===== config.mk =====
export PLATFORM = sky130hd
export DESIGN_NAME = clkgate_seq
export DESIGN_NICKNAME = d
export VERILOG_FILES = /design/src/rtl/clkgate_seq.sv
export SDC_FILE = /design/constraint.sdc
export NUM_CORES = 1
export LEC_CHECK = 0
export BUFFER_PORTS_ARGS = -buffer_cell sky130_fd_sc_hd__buf_2
export CAP_MARGIN = 20
export CORE_MARGIN = 2
export CORE_UTILIZATION = 55
export CTS_BUF_LIST = sky130_fd_sc_hd__clkbuf_8
export DETAILED_ROUTE_END_ITERATION = 7
export GPL_TIMING_DRIVEN = 0
export PLACE_DENSITY = 0.86
export SLEW_MARGIN = 15
export SYNTH_ARGS = -nofsm -noshare
export SYNTH_HDL_FRONTEND = slang
export SYNTH_SLANG_ARGS = --single-unit

===== constraint.sdc =====
create_clock -name clk -period 4.8 [get_ports clk]
set_input_delay 0.96 -clock clk [delete_from_list [all_inputs] [get_ports clk]]
set_output_delay 0.96 -clock clk [all_outputs]
set_load 0.1 [all_outputs]

===== src/rtl/clkgate_seq.sv =====
// Edge-gate enable sequencer: free-run, halt and counted step bursts for the debug path.
// Define CLKGATE_SEQ_EDGE_COUNT_EN to add the 32-bit 'edges' counter of gated edges passed.
module clkgate_seq #(
  parameter int CNT_W = 8
) (
  input  logic             clk,
  input  logic             rst,
  input  logic             run,
  input  logic             halt,
  input  logic             step,
  input  logic [CNT_W-1:0] step_n,
  output logic             en,
  output logic             busy,
  output logic             done
`ifdef CLKGATE_SEQ_EDGE_COUNT_EN
  ,
  output logic [31:0]      edges
`endif
);

  localparam logic [1:0] S_HALTED  = 2'd0;
  localparam logic [1:0] S_RUNNING = 2'd1;
  localparam logic [1:0] S_BURST   = 2'd2;

  logic [1:0]       state_q, state_d;
  logic [CNT_W-1:0] cnt_q, cnt_d;
  logic             en_q, en_d;
  logic             busy_q, busy_d;
  logic             done_q, done_d;

  // Request priority is halt > run > step; cnt holds the edges left after the current one.
  always_comb begin
    state_d = state_q;
    cnt_d   = cnt_q;
    done_d  = 1'b0;
    case (state_q)
      S_HALTED: begin
        if (halt) begin
          state_d = S_HALTED;
        end else if (run) begin
          state_d = S_RUNNING;
        end else if (step) begin
          if (step_n != '0) begin
            state_d = S_BURST;
            cnt_d   = step_n - CNT_W'(1);
          end else begin
            done_d  = 1'b1;
          end
        end
      end
      S_RUNNING: begin
        if (halt) begin
          state_d = S_HALTED;
        end
      end
      S_BURST: begin
        if (halt) begin
          state_d = S_HALTED;
          cnt_d   = '0;
        end else if (run) begin
          state_d = S_RUNNING;
          cnt_d   = '0;
        end else if (cnt_q == '0) begin
          state_d = S_HALTED;
          done_d  = 1'b1;
        end else begin
          cnt_d   = cnt_q - CNT_W'(1);
        end
      end
      default: begin
        state_d = S_HALTED;
        cnt_d   = '0;
      end
    endcase
    en_d   = (state_d != S_HALTED);
    busy_d = (state_d != S_HALTED);
  end

  always_ff @(posedge clk) begin
    if (rst) begin
      state_q <= S_HALTED;
      cnt_q   <= '0;
      en_q    <= 1'b0;
      busy_q  <= 1'b0;
      done_q  <= 1'b0;
    end else begin
      state_q <= state_d;
      cnt_q   <= cnt_d;
      en_q    <= en_d;
      busy_q  <= busy_d;
      done_q  <= done_d;
    end
  end

  assign en   = en_q;
  assign busy = busy_q;
  assign done = done_q;

`ifdef CLKGATE_SEQ_EDGE_COUNT_EN
  logic [31:0] edges_q;

  // A gated edge passes on every rising edge that sees the registered enable high.
  always_ff @(posedge clk) begin
    if (rst) begin
      edges_q <= 32'd0;
    end else if (en_q) begin
      edges_q <= edges_q + 32'd1;
    end
  end

  assign edges = edges_q;
`endif

endmodule


* Word level (Yosys, flattened, before mapping)
Cells that the tools add are included.
** Word-level totals
- Register bits :: 12
- Bits of input ports :: 13
- Output and inout port bits :: 3
- Logic and storage cells :: 44
** Operators by class
- Add/sub/neg operators :: 2
- Equality and inequality tests :: 7
- Muxes and demuxes :: 25
- Bitwise logic cells :: 1
- Reductions and logical operators :: 5
** Operators with widths (number)
- 8-bit 2-to-1 mux :: 7
- 8-bit case mux with 3 select lines :: 1
- 2-bit 2-to-1 mux :: 8
- 8-bit by 1-bit subtractor with 8-bit output, second input constant :: 2
- 8-bit logical NOT :: 1
- 2-bit != test, second input constant :: 4
- 8-bit nonzero test :: 1
- 1-bit 2-to-1 mux :: 7
- 2-bit case mux with 3 select lines :: 1
- 6-bit AND reduction :: 1
- 4-bit != test, second input constant :: 1
- 2-bit by 1-bit equality test with 1-bit output, second input constant :: 1
- 2-bit equality test, second input constant :: 1
- 2-bit logical NOT :: 1
- 1-bit case mux with 2 select lines :: 1
- 2-bit nonzero test :: 1
- 1-bit inverter :: 1

* Depth between registers and ports, before layout
- Word-level depth :: 7
- Depth in mapped cells :: 6
- Depth with buffers taken out :: 6

* Least setup slack after synthesis
No wires, ideal clock.
- Path type :: input-to-reg
- From :: input port halt
- To :: register cnt_q[5]
- Arrival time :: 2438 ps
- Slack :: 2271 ps
- Stages on the path :: 5
- Cells stage by stage :: or4b_1 -> buf_2 -> or4_1 -> and2_1 -> a311oi_1
** Between the ends
- Word-level cells in the longest chain between the ends :: 2
- Elaborated cells between the ends (all ways) :: 5
** RTL lines
- from (decl) :: line 9 : input logic halt,
- 4-bit != test (no line) (tied with other cells)
- 6-bit AND reduction (no line) or 8-bit case mux with 3 select lines (tied branches)
- to (signal assigned) :: line 88 : cnt_q <= cnt_d;
- to (decl) :: line 26 : logic [CNT_W-1:0] cnt_q, cnt_d;
Several ways; a longest one is shown, not always the timed one.
A chain may end at the register's enable or synchronous reset.

* Worst setup path in the final report
- From :: input port step_n[3]
- To :: register cnt_q[1]
** Between the ends
- Word-level cells in the longest chain between the ends :: 3
** RTL lines
- from (decl) :: line 11 : input logic [CNT_W-1:0] step_n,
- 8-bit nonzero test :: line 43 : if (step_n != '0) begin
- 2-bit != test (no line)
- 6-bit AND reduction (no line)
No other way between the ends.

==> impl_metrics.prom <==
# TYPE chip_impl_metric gauge
chip_impl_metric{name="synth_edf_count",unit=""} 0
chip_impl_metric{name="fin_cells",unit=""} 146
chip_impl_info{name="cell_breakdown_of_the_critical_path",value="buf_2, nor4_1, a31oi_1, clkbuf_1, a211o_1, o211a_1"} 1
chip_impl_metric{name="grt_usage",unit=""} 0.253
chip_impl_info{name="crit_type",value="input pin to register"} 1
chip_impl_metric{name="worst_slew_pin_slew",unit="ns"} 0.822
chip_impl_metric{name="drtPass1Iterations",unit=""} 4
chip_impl_metric{name="cp_data_required_time",unit="ns"} 4.94
chip_impl_metric{name="cts-root-to-sink-buffers",unit=""} 2
chip_impl_info{name="setup.worst_path.start_class",value="input pin"} 1
chip_impl_metric{name="mapped_cells",unit=""} 113
chip_impl_metric{name="route.detailed.drc",unit=""} 0
chip_impl_metric{name="postCtsHoldBufs",unit=""} 0
chip_impl_metric{name="crit_path_max_fo",unit=""} 10
chip_impl_metric{name="synth_cell_types",unit=""} 40
chip_impl_metric{name="report.final.slew_viol_count",unit=""} 0
chip_impl_metric{name="p_leak",unit="uW"} 0.000451
chip_impl_metric{name="coreArea",unit="um2"} 1510
chip_impl_metric{name="share_of_cells_above_drive_strength_1",unit=""} 0.162
chip_impl_metric{name="placed_cells",unit=""} 143
chip_impl_metric{name="grt_max_degree",unit=""} 11
chip_impl_info{name="most_used_flip_flop_cell_after_synthesis",value="dfxtp_1"} 1
chip_impl_metric{name="peakVddDrop",unit="V"} 0.000210
chip_impl_metric{name="cts_resized",unit=""} 0
chip_impl_metric{name="final_period_demand_of_the_worst_path",unit="ns"} 2.59
chip_impl_metric{name="cell_rows",unit=""} 14
chip_impl_metric{name="ant_nets",unit=""} 0
chip_impl_metric{name="cellPowerDensity",unit="nW/um2"} 276
chip_impl_metric{name="die_x",unit="um"} 44.2
chip_impl_metric{name="place.port_buffers",unit=""} 14
chip_impl_metric{name="report.final.hold_viol_count",unit=""} 0
chip_impl_info{name="worstSetupEndpointType",value="register"} 1
chip_impl_metric{name="skew_pair_late_insertion_delay",unit="ns"} 0.24
chip_impl_metric{name="share_seq_of_total_power",unit=""} 0.403
chip_impl_info{name="yosys-top-cells-area",value="dfxtp_1, a211oi_1, inv_1"} 1
chip_impl_info{name="synthDominantAreaCellType",value="dfxtp_1"} 1
chip_impl_metric{name="flip_flop_and_latch_count_after_synthesis",unit=""} 12
chip_impl_metric{name="cts_setup_buffers",unit=""} 0
chip_impl_metric{name="grt_pass1_vias",unit=""} 906
chip_impl_metric{name="clkSlewWorstSetupHoldPaths",unit="ns"} 0.05
chip_impl_metric{name="final_net_count",unit=""} 148
chip_impl_metric{name="post-synth-top-area-fraction",unit=""} 0.270
chip_impl_info{name="tritoncts",value="done"} 1
chip_impl_metric{name="gpl.final_weighted_congestion",unit=""} 0.810
chip_impl_info{name="grt_setup_unrepaired",value="false"} 1
chip_impl_metric{name="fp.dieArea",unit="um2"} 1950
chip_impl_metric{name="routedWlPerCell",unit="um"} 15.3
chip_impl_metric{name="post_drt_via_cell_ratio",unit=""} 6.64
chip_impl_metric{name="maxCapViolCount",unit=""} 0
chip_impl_info{name="worst_hold_check_path_type",value="register to register"} 1
chip_impl_info{name="slowest_stage",value="nor4_1"} 1
chip_impl_metric{name="overflow",unit=""} 0
chip_impl_metric{name="yosysWarningCount",unit=""} 0
chip_impl_metric{name="setup_violations",unit=""} 0
chip_impl_metric{name="dr_total_vias",unit=""} 970
chip_impl_metric{name="cpPeakStageDelay",unit="ns"} 0.68
chip_impl_info{name="outcome",value="completed"} 1
chip_impl_info{name="cts.root.buffer_cell",value="clkbuf_8"} 1
chip_impl_metric{name="grt_antenna_before_repair",unit=""} 0
chip_impl_metric{name="fin_setup_tns",unit="ns"} 0
chip_impl_metric{name="postRouteWirelength",unit="um"} 2240
chip_impl_metric{name="initialDrtViolationCount",unit=""} 37
chip_impl_metric{name="wire_length_of_the_first_global_routing_pass",unit="um"} 3640
chip_impl_metric{name="seq_area_frac_synth",unit=""} 0.270
chip_impl_metric{name="post_synthesis_cell_area",unit="um2"} 890
chip_impl_metric{name="synth.net_count",unit=""} 129
chip_impl_metric{name="cts_bufs_inserted",unit=""} 3
chip_impl_metric{name="starting_utilization_of_the_core_area",unit=""} 0.591
chip_impl_metric{name="critical_path_arrival",unit="ns"} 2.74
chip_impl_metric{name="max_freq",unit="MHz"} 385
chip_impl_metric{name="p_clk_frac",unit=""} 0.337
chip_impl_metric{name="numClockSinks",unit=""} 12
chip_impl_metric{name="comb_power_share",unit=""} 0.260
chip_impl_metric{name="area_delta_synth_final",unit="%"} 14.8
chip_impl_metric{name="final_min_period_over_clock_period",unit=""} 0.541
chip_impl_metric{name="async_set_or_reset_flop_fraction_in_the_synthesized_netlist",unit=""} 0
chip_impl_metric{name="total_switching_power",unit="uW"} 92.7
chip_impl_metric{name="power_switching_share",unit=""} 0.329
chip_impl_metric{name="htree_levels",unit=""} 1
chip_impl_metric{name="design.portCount",unit=""} 16
chip_impl_metric{name="final.setup_skew",unit="ns"} 0.00236
chip_impl_metric{name="dp.final_hpwl",unit="um"} 1680
chip_impl_metric{name="syn_avg_cell_area",unit="um2"} 7.87
chip_impl_metric{name="die_height",unit="um"} 44.2
chip_impl_metric{name="intPower",unit="uW"} 189
chip_impl_metric{name="slew_headroom",unit=""} 0.450
chip_impl_metric{name="antenna_cells_inserted",unit=""} 0
power groups by stage:
stage	Clock [uW]	Combinational, uW	Sequential, uW
CTS	92.8	72.5	113
global route	97.4	80.8	114
detailed placement	0	71.9	115
floorplan	0	48.4	118
finish	95.0	73.1	113
global placement	0	69.2	115
stage by stage:
| stage | area [um2] | total power [uW] | util | hold WS (ns) | worst slack [ns] |
|---|---|---|---|---|---|
| 3_3_place_gp | 980 | 184 | 0.650 | 0.607 | 2.02 |
| 2_1_floorplan | 890 | 166 | - | 0.585 | 2.27 |
| 4_1_cts | 1020 | 279 | 0.678 | 0.634 | 2.21 |
| 3_5_place_dp | 980 | 187 | 0.650 | 0.627 | 1.96 |
| 6_report | 1020 | 281 | 0.678 | 0.635 | 2.21 |
| 5_1_grt | 1020 | 293 | 0.678 | 0.650 | 2.05 |
kinds of logic (layout without fill, tap and decap cells):
group	count (synthesis)	in the layout	synth area share
AO/OA/AOI/OAI	43	43	0.343
buffers and inverters	18	35	0.0858
adder cells (fa/ha/maj)	3	3	0.0422
XOR/XNOR	3	3	0.0295
flip-flops	12	12	0.270
multiplexers	1	1	0.0113
AND/OR/NAND/NOR	33	33	0.218
path summary, 6_finish.rpt:
check             depth (start not counted)  slack, ns       end       from
setup / recovery                          6       2.21  cnt_q[1]  step_n[3]
setup reg to reg                          4       2.74  cnt_q[2]   cnt_q[2]
hold reg to reg                           2       0.63  cnt_q[7]   cnt_q[7]
hold / removal                            2       0.63  cnt_q[7]   cnt_q[7]
area by class of cell:
type                       count  area, um2
fill                         137        485
multi-input combinational     83        573
buffer                         5       27.5
timing repair buffer          14       70.1
inverter                      13       48.8
sequential                    12        240
clock buffer                   3       41.3
tap                           16       20.0
cell usage in the layout (no fill, tap or decap), types with 3 or more instances in the layout:
| master | netlist | routed |
|---|---|---|
| buf_2 | 1 | 15 |
| inv_1 | 13 | 13 |
| dfxtp_1 | 12 | 12 |
| a211oi_1 | 10 | 10 |
| nor2_1 | 9 | 9 |
| a31oi_1 | 5 | 5 |
| nor3_1 | 5 | 5 |
| a21oi_1 | 5 | 5 |
| o21ai_0 | 4 | 4 |
| nor3b_1 | 3 | 3 |
| a311oi_1 | 3 | 3 |
| or4_1 | 3 | 3 |
| xor2_1 | 3 | 3 |
| ha_1 | 3 | 3 |
| clkbuf_8 | 0 | 3 |
sequential cells by signal (all words and copies together) (netlist names):
register and count:
done 1, cnt_q 8, state_q 2, busy 1
critical path: cells and delay by family:
kind	cells	cell delay, ns
compound gates	3	0.68
buf+inv	2	0.42
simple gates	1	0.68
layer usage:
layer,part of all wire,GRT usage,vias to the layer above
met5,0,0,-
met4,0.030,0.200,0
met3,0.070,0.0327,7
met2,0.45,0.400,38
met1,0.45,0.308,455
li1,-,-,470
cells in the mapped netlist, drive strengths merged (2+ instances only):
library cell and n:
a211oi 10, a311oi 3, o21ai 4, o211ai 2, a31oi 5, nor3 5, a21oi 5, nor4 2
o211a 2, ha 3, or4 3, nor3b 3, inv 13, xor2 3, o31ai 2, o22ai 2
a211o 2, dfxtp 12, clkbuf 2, buf 3, nor2 9, and2 2
Power figures use the tool's default switching activity.
